$ cat src/rtl/rx_medida_7o1.sv
// 7O1 serial receiver with a "ddd#" message parser that publishes a 3-digit BCD measurement.
// Optional parity checking is enabled by defining RX_PARIDADE_CHECK_EN.
module rx_medida_7o1 #(
  parameter int BAUD_DIV = 434
) (
  input  logic        clock,
  input  logic        reset,
  input  logic        entrada_serial,
  output logic [11:0] dados,
  output logic        pronto,
  output logic        erro,
  output logic [3:0]  db_estado
);

  typedef enum logic [3:0] {
    INICIAL     = 4'd0,
    ESPERA_IDLE = 4'd1,
    START       = 4'd2,
    DADOS       = 4'd3,
    PARIDADE    = 4'd4,
    STOP        = 4'd5,
    ENTREGA     = 4'd6
  } estado_t;

  localparam logic [11:0] CONTA_BIT_CHEIO = 12'(BAUD_DIV - 1);
  localparam logic [11:0] CONTA_MEIO_BIT  = 12'(BAUD_DIV / 2 - 1);

  estado_t     estado;
  logic        sync_1, sync_2, linha_ant;
  logic [11:0] conta_baud;
  logic [2:0]  conta_bit;
  logic [6:0]  dado_rx;
  logic [1:0]  num_dig;
  logic [11:0] desloc;
  logic        ch_digito, ch_fim, par_erro;

`ifdef RX_PARIDADE_CHECK_EN
  logic        par_rx;
  // Odd parity: an even number of ones over data plus parity is an error.
  assign par_erro = ~^{dado_rx, par_rx};
`else
  assign par_erro = 1'b0;
`endif

  assign ch_digito = (dado_rx >= 7'h30) && (dado_rx <= 7'h39);
  assign ch_fim    = (dado_rx == 7'h23);
  assign db_estado = estado;

  always_ff @(posedge clock) begin
    if (reset) begin
      estado     <= INICIAL;
      sync_1     <= 1'b1;
      sync_2     <= 1'b1;
      linha_ant  <= 1'b1;
      conta_baud <= '0;
      conta_bit  <= '0;
      dado_rx    <= '0;
      num_dig    <= '0;
      desloc     <= '0;
      dados      <= '0;
      pronto     <= 1'b0;
      erro       <= 1'b0;
`ifdef RX_PARIDADE_CHECK_EN
      par_rx     <= 1'b0;
`endif
    end else begin
      sync_1    <= entrada_serial;
      sync_2    <= sync_1;
      linha_ant <= sync_2;
      pronto    <= 1'b0;
      erro      <= 1'b0;
      case (estado)
        INICIAL: begin
          conta_baud <= '0;
          if (linha_ant && !sync_2) estado <= START;
        end
        START: begin
          if (conta_baud == CONTA_MEIO_BIT) begin
            conta_baud <= '0;
            conta_bit  <= '0;
            estado     <= sync_2 ? INICIAL : DADOS;
          end else begin
            conta_baud <= conta_baud + 12'd1;
          end
        end
        DADOS: begin
          if (conta_baud == CONTA_BIT_CHEIO) begin
            conta_baud <= '0;
            dado_rx    <= {sync_2, dado_rx[6:1]};
            if (conta_bit == 3'd6) estado <= PARIDADE;
            else conta_bit <= conta_bit + 3'd1;
          end else begin
            conta_baud <= conta_baud + 12'd1;
          end
        end
        PARIDADE: begin
          if (conta_baud == CONTA_BIT_CHEIO) begin
            conta_baud <= '0;
`ifdef RX_PARIDADE_CHECK_EN
            par_rx     <= sync_2;
`endif
            estado     <= STOP;
          end else begin
            conta_baud <= conta_baud + 12'd1;
          end
        end
        STOP: begin
          // The message decision is registered here so pronto/erro show up in ENTREGA.
          if (conta_baud == CONTA_BIT_CHEIO) begin
            conta_baud <= '0;
            if (!sync_2) begin
              erro    <= 1'b1;
              num_dig <= '0;
              estado  <= ESPERA_IDLE;
            end else begin
              estado <= ENTREGA;
              if (par_erro) begin
                erro    <= 1'b1;
                num_dig <= '0;
              end else if (ch_digito && num_dig != 2'd3) begin
                desloc  <= {desloc[7:0], dado_rx[3:0]};
                num_dig <= num_dig + 2'd1;
              end else if (ch_fim && num_dig == 2'd3) begin
                dados   <= desloc;
                pronto  <= 1'b1;
                num_dig <= '0;
              end else begin
                erro    <= 1'b1;
                num_dig <= '0;
              end
            end
          end else begin
            conta_baud <= conta_baud + 12'd1;
          end
        end
        ENTREGA: begin
          conta_baud <= '0;
          estado     <= INICIAL;
        end
        ESPERA_IDLE: begin
          // Needs a full bit-time of continuous idle before another start is trusted.
          if (!sync_2) begin
            conta_baud <= '0;
          end else if (conta_baud == CONTA_BIT_CHEIO) begin
            conta_baud <= '0;
            estado     <= INICIAL;
          end else begin
            conta_baud <= conta_baud + 12'd1;
          end
        end
        default: estado <= INICIAL;
      endcase
    end
  end

endmodule

$ cat config.mk
export PLATFORM = sky130hd
export DESIGN_NAME = rx_medida_7o1
export DESIGN_NICKNAME = d
export VERILOG_FILES = /design/src/rtl/rx_medida_7o1.sv
export SDC_FILE = /design/constraint.sdc
export NUM_CORES = 1
export LEC_CHECK = 0
export ABC_AREA = 1
export ABC_CLOCK_PERIOD_IN_PS = 2300
export BUFFER_PORTS_ARGS = -buffer_cell sky130_fd_sc_hd__buf_2
export CORE_UTILIZATION = 64
export DETAILED_ROUTE_END_ITERATION = 10
export PLACE_DENSITY = 0.91
export SETUP_SLACK_MARGIN = 0.05
export SYNTH_ARGS = -nofsm -noshare
export SYNTH_HDL_FRONTEND = slang
export SYNTH_SLANG_ARGS = --single-unit
$ cat constraint.sdc
create_clock -name clock -period 2.3 [get_ports clock]
set_input_delay 0.345 -clock clock [delete_from_list [all_inputs] [get_ports clock]]
set_output_delay 0.345 -clock clock [all_outputs]
set_load 0.1 [all_outputs]
# Word-level counts from Yosys, hierarchy flattened
# Cells that the tools add are included.
# classes
addsub,3
magnitude_cmp,2
n_eq_ne,21
mux,25
n_bitwise,4
n_reduce_logical,18
# ops
cell,n
$pmux 12 s4,1
$mux 12,3
$mux 4,8
$pmux 4 s6,1
$ne 2x2->1 const B,10
$add 12x1->12 const B,1
$eq 12x8->1 const B,1
$eq 12x9->1 const B,1
$eq 4x3->1 const B,3
$mux 3,4
$eq 4x2->1 const B,2
$reduce_and 4->1,2
$reduce_and 8->1,1
$eq 7x6->1 const B,1
$ge 7x6->1 const B,1
$le 7x6->1 const B,1
$mux 2,3
$pmux 3 s2,1
$reduce_or 3->1,2
$reduce_and 5->1,1
$reduce_or 5->1,1
$eq 4x1->1 const B,1
$logic_and 1x1->1,4
$logic_not 4->1,1
other kinds (11),18
# totals
ff_bits,57
inputBits,3
wordCells,85

# Logic depth before layout (Yosys ltp)
# depth
ltp_word,5
ltp_mapped,10

# Least setup slack after synthesis
# Ideal clock, no wire load.
# synth_timing
kind,reg2reg
from,register estado[2] (netlist: db_estado[2])
to,register estado[0] (netlist: db_estado[0])
arrival_time_ns,1.996
path_slack_ns,0.187
path_stages_with_launch,10
path_buffers,0
synth_period_minus_slack_ns,2.113
path_cell_list,dfxtp_1 > inv_1 > nand3_2 > inv_2 > nand2_1 > nand2_1 > a21oi_1 > nand4_1 > nand2_1 > nor2_1
# synth_between
elab_chain_cells,3
# synth_rtl
element,line,source
start: declaration,28,estado_t estado;
start signal: assignment,81,estado <= sync_2 ? INICIAL : DADOS;
"$eq 4x2->1, or another cell as far along",72,case (estado)
$ne 2x2->1 (no line),n/a,
$reduce_and 8->1 (no line),n/a,
# Parallel ways exist; a longest one is shown, timed or not.
# A chain may end at the register's enable or synchronous reset.

# Worst setup path after layout
# layout_timing
from,register conta_baud[1]
to,register desloc[7]
# layout_between
elab_chain_cells,2
# layout_rtl
element,line,source
start: declaration,30,logic [11:0] conta_baud;
start signal: assignment,83,conta_baud <= conta_baud + 12'd1;
start signal: assignment,93,conta_baud <= conta_baud + 12'd1;
start signal: assignment,104,conta_baud <= conta_baud + 12'd1;
$eq 12x9->1,109,if (conta_baud == CONTA_BIT_CHEIO) begin
$reduce_and 4->1 (no line),n/a,
end signal: assignment,121,"desloc <= {desloc[7:0], dado_rx[3:0]};"
end: declaration,34,logic [11:0] desloc;
# Every way passes these cells.

==> flow_metrics.env <==
export IMPL_dp_hpwl_um=4350
export IMPL_antenna_found_initial=0
export IMPL_dr_pass1_iters=5
export IMPL_cp_required_ps=2500
export IMPL_postCtsSetupBuffers=0
export IMPL_cp_common_cell="inv_2"
export IMPL_numPortBuffers=19
export IMPL_critPathLaunch="conta_baud[1]"
export IMPL_final_fill_count=318
export IMPL_dpl_cell_area_um2=2930
export IMPL_root_buffer="clkbuf_8"
export IMPL_grt_use_total=0.279
export IMPL_reg2reg_depth=9
export IMPL_synth_cell_type_count=36
export IMPL_clk_latency_ps=310
export IMPL_vdd_drop_max_uv=541
export IMPL_ys_ff_latch=56
export IMPL_startpoint_type="flop"
export IMPL_cts_sinks=56
export IMPL_drive_gt1_frac=0.159
export IMPL_max_freq_ghz=0.547
export IMPL_critPathSlowestCell="dfxtp_1"
export IMPL_yosysTopAreaCell="dfxtp_1"
export IMPL_yosysWarnings=0
export IMPL_synth_top_area_share=0.395
export IMPL_slew_viol_final=0
export IMPL_power_leakage_nw=1.26
export IMPL_drv_cap=0
export IMPL_worstPathArrival_ps=2030
export IMPL_io_pins=21
export IMPL_final_cell_mix="67 x nand2_1, 56 x dfxtp_1, 52 x nor2_1"
export IMPL_initialDrtViolationCount=222
export IMPL_route_detailed_drc=0
export IMPL_status="complete, no violations"
export IMPL_ctsResizeCount=0
export IMPL_antenna_cells=0
export IMPL_fin_area_um2=3040
export IMPL_core_um2=4120
export IMPL_die_area_um2=4700
export IMPL_crit_type="reg2reg"
export IMPL_finalCritPeriodShare=0.795
export IMPL_cts_buffers=5
export IMPL_synth_net_count=402
export IMPL_fp_row_count=23
export IMPL_grt_pass1_wl_um=9830
export IMPL_power_density_nw_per_um2=890
export IMPL_setup_tns_ps=0
export IMPL_cts_hold_fix_buffers=0
export IMPL_first_global_vias=2283
export IMPL_cp_max_fo=24
export IMPL_final_common_cell="nand2_1"
export IMPL_final_nets=418
export IMPL_viasPerCell=5.62
export IMPL_synth_area_um2=2840
export IMPL_grt_max_degree=25
export IMPL_ant_nets=0
export IMPL_fin_crit_ps=1830
export IMPL_die_h_um=68.6
export IMPL_routed_wl_um=5900
export IMPL_initial_utilization=0.690
export IMPL_clock_path_buffers=2
export IMPL_worstReg2RegStart="conta_baud[1]"
export IMPL_syn_inst=393
export IMPL_rsz0062_at_grt="no"
export IMPL_gp_congestion=0.909
export IMPL_hold_violations=0
export IMPL_vias=2587
export IMPL_area_growth_pct=7.01
export IMPL_worstPathCellList="inv_1 -> ha_1 -> nand3_1 -> inv_2 -> nand3_4 -> inv_2 -> nand2_4 -> o21ai_1 -> a21oi_2"
export IMPL_grt_overflow_total=0
export IMPL_cts_max_level=2
export IMPL_synth_top_cells_by_area="dfxtp_1 40%, nand2_1 8.9%, nor2_1 6.9%"
export IMPL_worst_setup_path_endpoint="desloc[7]"
export IMPL_routedWlPerCell_um=12.8
export IMPL_worst_r2r_endpoint="desloc[7]"
export IMPL_clk_pin_slew_ps=90
export IMPL_cts_tree="done"
export IMPL_endpoint_kind="flop"
export IMPL_hp_class="in2reg"
export IMPL_rrSetupSlack_ps=470
export IMPL_setup_viol=0
export IMPL_die_w_um=68.6
export IMPL_fin_skew_ps=5.93
export IMPL_critPathMaxStageDelay_ps=360
export IMPL_synth_avg_cell_area_um2=7.22
export IMPL_ys_seq_area_frac=0.395
[where the power goes]
part           total, mW  switching [mW]  internal [mW]
Sequential          1.10          0.0856           1.02
Combinational      0.971           0.699          0.272
Clock              0.628           0.305          0.323
[worst min-delay path by stage]
| stage | start | to | slack, ps | depth (start not counted) |
|---|---|---|---|---|
| final | entrada_serial | sync_1 | 210 | 2 |
| after global routing | entrada_serial | sync_1 | 220 | 2 |
| after CTS | entrada_serial | sync_1 | 220 | 2 |
| after detailed placement | sync_1 | sync_2 | 400 | 1 |
| after global placement | sync_1 | sync_2 | 410 | 1 |
| after floorplan | sync_1 | sync_2 | 390 | 1 |
[synthesized netlist by cell type]
cell type,instances
dfxtp_1,56
ha_1,6
nand3_4,2
conb_1,1
or2_2,2
nand2_4,1
nand2_2,3
inv_1,44
nor2_2,3
xor2_1,1
nor3_4,1
buf_4,2
nor2_1,52
nor3_2,1
nor2_4,3
nand3_2,3
o21ai_2,1
o21ai_1,8
inv_2,7
clkbuf_1,5
nor4_1,2
xnor2_1,1
nand2_1,67
o21bai_1,1
buf_6,4
o211ai_1,2
a21oi_1,29
o21ai_0,19
nand4_1,11
a22oi_1,2
nand3b_4,1
buf_2,2
nand3_1,34
clkinv_1,1
a21oi_2,8
nor3_1,7
[cell families after synthesis]
kind of cell / share of synthesized area
compound gates: 0.140
xor+xnor: 0.00617
fa+ha+maj: 0.0265
buf+inv: 0.100
flops: 0.395
other cells: 0.00132
simple gates: 0.331
[worst max-delay path, delay by kind of cell (launching register included)]
| family | cells | cell delay, ps |
|---|---|---|
| simple gates | 3 | 470 |
| buf+inv | 3 | 430 |
| flops | 1 | 360 |
| compound gates | 2 | 310 |
| fa+ha+maj | 1 | 140 |
[registers in the layout (all words and copies together), names as in the netlist]
register,count
conta_baud,12
dados,12
desloc,12
dado_rx,7
conta_bit,3
db_estado,3
num_dig,2
erro,1
linha_ant,1
pronto,1
sync_1,1
sync_2,1
[final cells by class]
cell class | instances | area, um2 | area share
tap | 50 | 62.6 | 0.0206
inverter | 52 | 195 | 0.0643
multi-input combinational | 272 | 1430 | 0.472
timing repair buffer | 22 | 118 | 0.0387
clock buffer | 6 | 72.6 | 0.0239
sequential | 56 | 1120 | 0.369
clock inverter | 2 | 35.0 | 0.0115
[layer usage]
metal  track usage  share of wire
met4         0.128          0.022
met5             0              0
met2         0.485           0.50
met3        0.0543          0.048
met1         0.329           0.43
[per-stage QoR]
step	setup WS [ps]	utilization	std cells	power [mW]	hold slack, ps
global placement	636	0.712	452	2.05	406
global route	288	0.738	460	2.85	222
floorplan	187	-	393	1.90	389
finish	471	0.738	460	2.70	214
CTS	497	0.738	460	2.69	217
detailed placement	521	0.712	452	2.08	396
No activity file was read; power rests on OpenSTA's default activity.
